**src/rtl/dmem_arbiter.sv**
```systemverilog
// Two-port arbiter in front of the single-port DataMemory: port 0 issues
// single-word CPU accesses, port 1 issues uninterruptible incrementing bursts.
module dmem_arbiter #(
    parameter int unsigned LEN_W = 4
) (
    input  logic             clk,
    input  logic             rst_n,
    input  logic             m0_req,
    input  logic             m0_we,
    input  logic [31:0]      m0_addr,
    input  logic [31:0]      m0_wdata,
    output logic             m0_ack,
    output logic [31:0]      m0_rdata,
    input  logic             m1_req,
    input  logic             m1_we,
    input  logic [31:0]      m1_addr,
    input  logic [LEN_W-1:0] m1_len,
    input  logic [31:0]      m1_wdata,
    output logic             m1_beat,
    output logic             m1_ack,
    output logic [31:0]      m1_rdata,
    output logic             m1_done,
    output logic             mem_read,
    output logic             mem_write,
    output logic [31:0]      mem_addr,
    output logic [31:0]      mem_wdata,
    input  logic [31:0]      mem_rdata
);

    typedef enum logic [1:0] {
        IDLE   = 2'd0,
        SERVE0 = 2'd1,
        BURST1 = 2'd2
    } state_t;

    state_t             state_q, state_d;
    logic               last_q, last_d;
    logic               we0_q, we0_d;
    logic [31:0]        addr0_q, addr0_d;
    logic [31:0]        wdata0_q, wdata0_d;
    logic               we1_q, we1_d;
    logic [31:0]        baddr_q, baddr_d;
    logic [LEN_W-1:0]   len_q, len_d;
    logic [LEN_W-1:0]   cnt_q, cnt_d;
    logic               m0_ack_q, m0_ack_d;
    logic [31:0]        m0_rdata_q, m0_rdata_d;
    logic               m1_ack_q, m1_ack_d;
    logic [31:0]        m1_rdata_q, m1_rdata_d;
    logic               m1_done_q, m1_done_d;

    logic               elig0, elig1;
    logic               grant0, grant1;

    assign m0_ack   = m0_ack_q;
    assign m0_rdata = m0_rdata_q;
    assign m1_ack   = m1_ack_q;
    assign m1_rdata = m1_rdata_q;
    assign m1_done  = m1_done_q;

    // A requester whose ack is still high is skipped for one cycle so a
    // level request held across completion is not mistaken for a new one.
    assign elig0  = m0_req & ~m0_ack_q;
    assign elig1  = m1_req & ~m1_ack_q;
    assign grant0 = elig0 & (~elig1 | last_q);
    assign grant1 = elig1 & (~elig0 | ~last_q);

    // Memory-side drive; strobes are gated by rst_n so no access escapes
    // while reset is asserted, even mid-operation.
    always_comb begin
        mem_read  = 1'b0;
        mem_write = 1'b0;
        mem_addr  = '0;
        mem_wdata = '0;
        m1_beat   = 1'b0;
        case (state_q)
            SERVE0: begin
                mem_read  = ~we0_q & rst_n;
                mem_write = we0_q & rst_n;
                mem_addr  = addr0_q;
                mem_wdata = wdata0_q;
            end
            BURST1: begin
                m1_beat   = 1'b1;
                mem_read  = ~we1_q & rst_n;
                mem_write = we1_q & rst_n;
                mem_addr  = baddr_q;
                mem_wdata = m1_wdata;
            end
            default: ;
        endcase
    end

    always_comb begin
        state_d    = state_q;
        last_d     = last_q;
        we0_d      = we0_q;
        addr0_d    = addr0_q;
        wdata0_d   = wdata0_q;
        we1_d      = we1_q;
        baddr_d    = baddr_q;
        len_d      = len_q;
        cnt_d      = cnt_q;
        m0_ack_d   = 1'b0;
        m0_rdata_d = m0_rdata_q;
        m1_ack_d   = 1'b0;
        m1_rdata_d = m1_rdata_q;
        m1_done_d  = 1'b0;
        case (state_q)
            IDLE: begin
                if (grant0) begin
                    state_d  = SERVE0;
                    we0_d    = m0_we;
                    addr0_d  = m0_addr;
                    wdata0_d = m0_wdata;
                end else if (grant1) begin
                    state_d = BURST1;
                    we1_d   = m1_we;
                    baddr_d = m1_addr;
                    len_d   = m1_len;
                    cnt_d   = '0;
                end
            end
            SERVE0: begin
                m0_ack_d = 1'b1;
                if (!we0_q) begin
                    m0_rdata_d = mem_rdata;
                end
                last_d  = 1'b0;
                state_d = IDLE;
            end
            BURST1: begin
                m1_ack_d = 1'b1;
                if (!we1_q) begin
                    m1_rdata_d = mem_rdata;
                end
                baddr_d = baddr_q + 32'd4;
                cnt_d   = cnt_q + LEN_W'(1);
                if (cnt_q == len_q) begin
                    m1_done_d = 1'b1;
                    last_d    = 1'b1;
                    state_d   = IDLE;
                end
            end
            default: state_d = IDLE;
        endcase
    end

    always_ff @(posedge clk) begin
        if (!rst_n) begin
            state_q    <= IDLE;
            last_q     <= 1'b1;
            we0_q      <= 1'b0;
            addr0_q    <= '0;
            wdata0_q   <= '0;
            we1_q      <= 1'b0;
            baddr_q    <= '0;
            len_q      <= '0;
            cnt_q      <= '0;
            m0_ack_q   <= 1'b0;
            m0_rdata_q <= '0;
            m1_ack_q   <= 1'b0;
            m1_rdata_q <= '0;
            m1_done_q  <= 1'b0;
        end else begin
            state_q    <= state_d;
            last_q     <= last_d;
            we0_q      <= we0_d;
            addr0_q    <= addr0_d;
            wdata0_q   <= wdata0_d;
            we1_q      <= we1_d;
            baddr_q    <= baddr_d;
            len_q      <= len_d;
            cnt_q      <= cnt_d;
            m0_ack_q   <= m0_ack_d;
            m0_rdata_q <= m0_rdata_d;
            m1_ack_q   <= m1_ack_d;
            m1_rdata_q <= m1_rdata_d;
            m1_done_q  <= m1_done_d;
        end
    end

endmodule

```
**config.mk**
```make
export PLATFORM = sky130hd
export DESIGN_NAME = dmem_arbiter
export DESIGN_NICKNAME = d
export VERILOG_FILES = /design/src/rtl/dmem_arbiter.sv
export SDC_FILE = /design/constraint.sdc
export NUM_CORES = 1
export LEC_CHECK = 0
export ABC_AREA = 0
export BUFFER_PORTS_ARGS = -buffer_cell sky130_fd_sc_hd__buf_2
export CAP_MARGIN = 25
export CORE_MARGIN = 5
export CORE_UTILIZATION = 50
export DETAILED_ROUTE_END_ITERATION = 8
export PLACE_DENSITY = 0.79
export RECOVER_POWER = 50
export SYNTH_ARGS = -nofsm -noshare
export SYNTH_HDL_FRONTEND = slang
export SYNTH_SLANG_ARGS = --single-unit
```
**constraint.sdc**
```tcl
create_clock -name clk -period 2.45 [get_ports clk]
set_clock_uncertainty 0.1 [all_clocks]
set_input_delay 0.1225 -clock clk [delete_from_list [all_inputs] [get_ports clk]]
set_output_delay 0.1225 -clock clk [all_outputs]
set_load 0.01 [all_outputs]
```
Word-level counts from Yosys, hierarchy flattened
Cells that the tools add are included.
{ "word_totals": {"regBits": 176, "input_bits": 170, "out_inout_bits": 134, "word_cells": 71} }
{ "op_classes": {"addsub": 2, "n_eq_ne": 7, "mux": 19, "bitwise": 18, "n_reduce_logical": 11} }
{ "op_table": {"columns": ["cell", "n"], "rows": [
  ["$pmux 32 s2", 3],
  ["$mux 32", 2],
  ["$add 32x3->32 const B", 1],
  ["$reduce_and 2->1", 6],
  ["$and 1x1->1", 8],
  ["$mux 4", 2],
  ["$not 1->1", 8],
  ["$pmux 4 s2", 1],
  ["$mux 2", 3],
  ["$ne 2x2->1 const B", 3],
  ["$pmux 1 s2", 3],
  ["$reduce_and 3->1", 2],
  ["$add 4x1->4 const B", 1],
  ["$eq 4x4->1", 1],
  ["$mux 1", 4],
  ["$pmux 2 s2", 1],
  ["$reduce_bool 2->1", 2],
  ["$ne 3x3->1 const B", 1],
  ["$eq 2x1->1 const B", 1],
  ["$eq 2x2->1 const B", 1],
  ["$logic_not 2->1", 1],
  ["$or 1x1->1", 2]
]} }

Longest topological paths before layout
{ "depth": {"ltp_word": 8, "depth_mapped": 9, "depth_no_buf": 7} }

Worst setup path after synthesis
OpenSTA, ideal clock, no wires.
{ "synth_path": {"path_kind": "reg-to-reg", "from": "register state_q[0]", "to": "register baddr_q[27]", "setup_ns": 0.133, "arrival_ns": 1.788, "t_required_ns": 2.217, "path_slack_ns": 0.429, "stages_incl_launch_ff": 10, "path_buffers": 2, "synth_period_minus_slack_ns": 2.021, "path_cell_list": "dfxtp_1 inv_1 ha_1 buf_2 and4_1 buf_2 nand4_1 or3_2 o21ai_0 a311oi_1"} }
{ "synth_between": {"elab_chain_cells": 3, "elab_cells_between_ends": 7, "cone_classes": "eq/ne: 3; mux: 1; reduce/logical: 3"} }
{ "synth_rtl": {"columns": ["element", "line", "source"], "rows": [
  ["start, declared", "36", "state_t state_q, state_d;"],
  ["start signal, assigned", "165", "state_q <= state_d;"],
  ["$eq 2x2->1 or $logic_not 2->1 (tied branches)", "108", "case (state_q)"],
  ["$reduce_bool 2->1 (no source line) or $ne 2x2->1 (tied branches)", null, null],
  ["$reduce_and 3->1 (no source line)", null, null],
  ["end signal, assigned", "171", "baddr_q <= baddr_d;"],
  ["end, declared", "42", "logic [31:0] baddr_q, baddr_d;"]
]} }
Parallel ways exist; a longest one is shown, timed or not.
A chain may end at the register's enable or synchronous reset.

Final worst setup path
{ "layout_path": {"from": "register state_q[1]", "to": "output port mem_addr[1]"} }
{ "layout_between": {"elab_chain_cells": 2, "elab_cells_between_ends": 3, "cone_classes": "eq/ne: 2; mux: 1"} }
{ "layout_rtl": {"columns": ["element", "line", "source"], "rows": [
  ["$eq 2x2->1 or $eq 2x1->1 (tied branches)", "75", "case (state_q)"],
  ["$pmux 32 s2 *", "75", null],
  ["end, declared", "25", "output logic [31:0] mem_addr,"]
]} }
Mark *: on every way between the ends. The rest lies on a longest branch, timed or not.

==> summary.md <==
| Metric | Value |
|---|---|
| Post-synth EDFFs | 0 |
| Maximum root-to-sink buffer count | 2 |
| Top-count cell post-synth | nand2_1 |
| Synth warnings | 0 |
| Synth area leaders | dfxtp_1, nand2_1, a21oi_1 |
| Die ar. | 0.01909 sq mm |
| Peak supply drop | 507.8 uV |
| Status | finished, final reports clean |
| Remaining Overflow, GRT | 0 |
| Post-route cell area | 0.01175 sq mm |
| Final worst-path cycle share | 0.9221 |
| Gate Count Post-Synth | 1070 |
| Number of port buffers | 303 |
| Hold Crit Depth | 4 |
| Actual transition at the worst max-transition pin | 760.9 ps |
| Clk root buf | clkbuf_16 |
| Syn-to-layout area delta | 42.99% |
| Routed via count | 9649 |
| Antenna violations before repair | 3 |
| Placed Area | 0.009953 sq mm |
| Pleak | 4.627 nW |
| First-pass GRT wire length | 47600 um |
| CTS tree | built |
| Final Non-Filler Cells | 1691 |
| Max-Cap Viols | 0 |
| Clk sinks | 176 |
| Final Hold Viols | 0 |
| Initial DRC count | 833 |
| P per Cell Area | 759.7 mW/mm^2 |
| Critical Path Sink Type | primary output |
| H-tree levels | 4 |
| Setup Crit Path Kind | flop to primary output |
| Worst EP arrival | 2040 ps |
| Post-Route Setup TNS | 0 ps |
| Post-synth ARST share | 0 |
| Register bit count reported by yosys | 176 |
| Vias in the first global route | 9208 |
| Starting density of the core | 0.5134 |
| Post-synth top cells | nand2_1, dfxtp_1, a21oi_1 |
| Reg2Reg Capture Point | addr0_q[21] |
| Syn nets | 1246 |
| Worst Setup Start Kind | flop |
| Core Area | 0.01600 sq mm |
| RSZ-0062 raised after global routing | false |
| Mapped cell area | 0.008214 sq mm |
| CP required | 2230 ps |
| Synth area leader | dfxtp_1 |
| Avg WL per Cell | 17.90 um |
| RR Startpoint | state_q[1] |
| Die X | 138.2 um |
| Avg Synthesized Cell Area | 7.677 sq um |
| Overall power | 8.923 mW |
| Hold EP | baddr_q[25] |
| Post-Route WL | 30260 um |
| HPWL after DPL | 19700 um |
| Post-synth top flop | dfxtp_1 |
| Final net count | 1634 |
| Tot GR Track Use | 0.3011 |
| Crit Path Max Fanout | 64 |
| Worst R2R Path Depth | 7 |
| RePlAce Congestion | 0.9452 |
| Seq/Total Area, Yosys | 0.4289 |
| Die Y | 138.2 um |
| Maximum clock frequency | 442.6 MHz |
| CTS buffer count | 17 |
| Max Slew Vio Count | 0 |
| Num rows | 46 |
| Placed cells | 1529 |
| Hold_sp | m1_addr[25] |
| Yosys cell types | 65 |
| Pre-antenna DRT Iters | 6 |
| Detailed-route DRC error count | 0 |
| Remaining antenna violation count | 0 |
| Worst slew margin | 0.4928 |
| Layout cell share with drive strength beyond 1 | 0.2175 |
| Yosys top cell area share | 0.4289 |
| Setup ws final | 190.8 ps |
| Final setup viols | 0 |
| IO Count | 304 |
| HP Class | primary input to flop |
| Vias/cell | 5.706 |
| R2r setup slk | 200 ps |
| Worst skew pair latency | 430 ps |
| Tmin final | 2259 ps |
| Clk slew on worst S/H paths | 70 ps |
| Dpl ws | 295.9 ps |
| Pin count of the biggest net entering global routing | 67 |
[layout by cell type (no fill, tap or decap), drive strengths merged, types with 3 or more instances in the layout]
master	n
nand2	298
buf	265
dfxtp	176
a21oi	162
dlygate4sd3	123
clkbuf	89
nor2b	65
a22oi	61
nor2	25
o21ai	25
inv	19
a311oi	17
nand3	13
o2bb2ai	11
o22ai	11
nand4	11
and3	7
nor3	7
clkinv	7
mux2i	6
ha	6
o32ai	5
diode	4
o31a	4
xnor2	4
and2	4
a21boi	3
nand2b	3
a32oi	3
a31oi	3
and4	3
nor4	3
or3	3
[cell type report]
class | instances | area, sq um
Clock buffer | 17 | 425.4
Clock inverter | 15 | 192.7
Antenna cell | 4 | 10.01
Fill cell | 1272 | 4255
Tap cell | 216 | 270.3
Multi-Input combinational cell | 791 | 4300
Timing Repair Buffer | 460 | 2975
Sequential cell | 176 | 3523
Inverter | 12 | 47.55
[cell families (layout without fill, tap and decap cells)]
| family | after synthesis | count (layout) | share of synthesized area |
|---|---|---|---|
| DFF | 176 | 176 | 0.4289 |
| other | 0 | 4 | 0 |
| and+or+nand+nor | 451 | 451 | 0.2522 |
| adders and majority gates | 6 | 6 | 0.009139 |
| muxes | 7 | 7 | 0.008683 |
| buffers and inverters | 103 | 504 | 0.05042 |
| AOI/OAI and AO/OA | 323 | 323 | 0.2463 |
| xor gates and xnor gates | 4 | 4 | 0.004265 |
[how the worst max path moves through the flow]
stage                        end        from  slack [ps]
floorplan            baddr_q[27]  state_q[0]         430
global placement    mem_addr[31]  state_q[0]         340
detailed placement   baddr_q[19]  state_q[0]         300
CTS                 mem_addr[31]  state_q[0]          20
global route         addr0_q[21]  state_q[1]          70
finish               mem_addr[1]  state_q[1]         190
[stage by stage]
stage | util | hold WS [ps]
finish | 0.7340 | 23.64
global route | 0.7339 | 22.79
CTS | 0.7381 | 2.103
detailed placement | 0.6221 | 268.1
global placement | 0.6221 | 262.5
floorplan | - | 158.5
[per-layer routing]
metal | GRT usage | share of wire | vias to the layer above
met2 | 0.4833 | 0.47 | 614
met5 | 0 | 0 | -
met4 | 0.1664 | 0.054 | 0
met3 | 0.08621 | 0.10 | 132
li1 | - | - | 4500
met1 | 0.3642 | 0.37 | 4403
[worst max-delay path, stage by stage (launching register included)]
cell and delay, ps:
dfxtp_1 350, inv_1 120, ha_2 260, buf_12 290, a22oi_1 120, nor2b_1 260
buf_2 190
[registers in the layout, summed over array words and instances (netlist names)]
name / flops
m0_rdata: 32
baddr_q: 32
addr0_q: 32
m1_ack: 1
we0_q: 1
m1_rdata: 32
len_q: 4
cnt_q: 4
m0_ack: 1
state_q: 2
we1_q: 1
last_q: 1
m1_done: 1
wdata0_q: 32
[report_power, final]
group          leakage, nW  internal (mW)  total, mW  switching (mW)
clock                0.301           1.48       2.79            1.31
combinational         2.89           1.08       2.62            1.54
sequential            1.44           3.21       3.51           0.297
[what timing repair did]
item | 4_1_cts | 5_1_grt
hold buffers | 123 | 0
endpoints found under the setup margin | 27 | 26
pin swaps | 0 | 1
gates resized for setup | 2 | 3
buffers inserted | 0 | 3
hold endpoints to repair | 160 | 0
No activity file was read; power rests on OpenSTA's default activity.
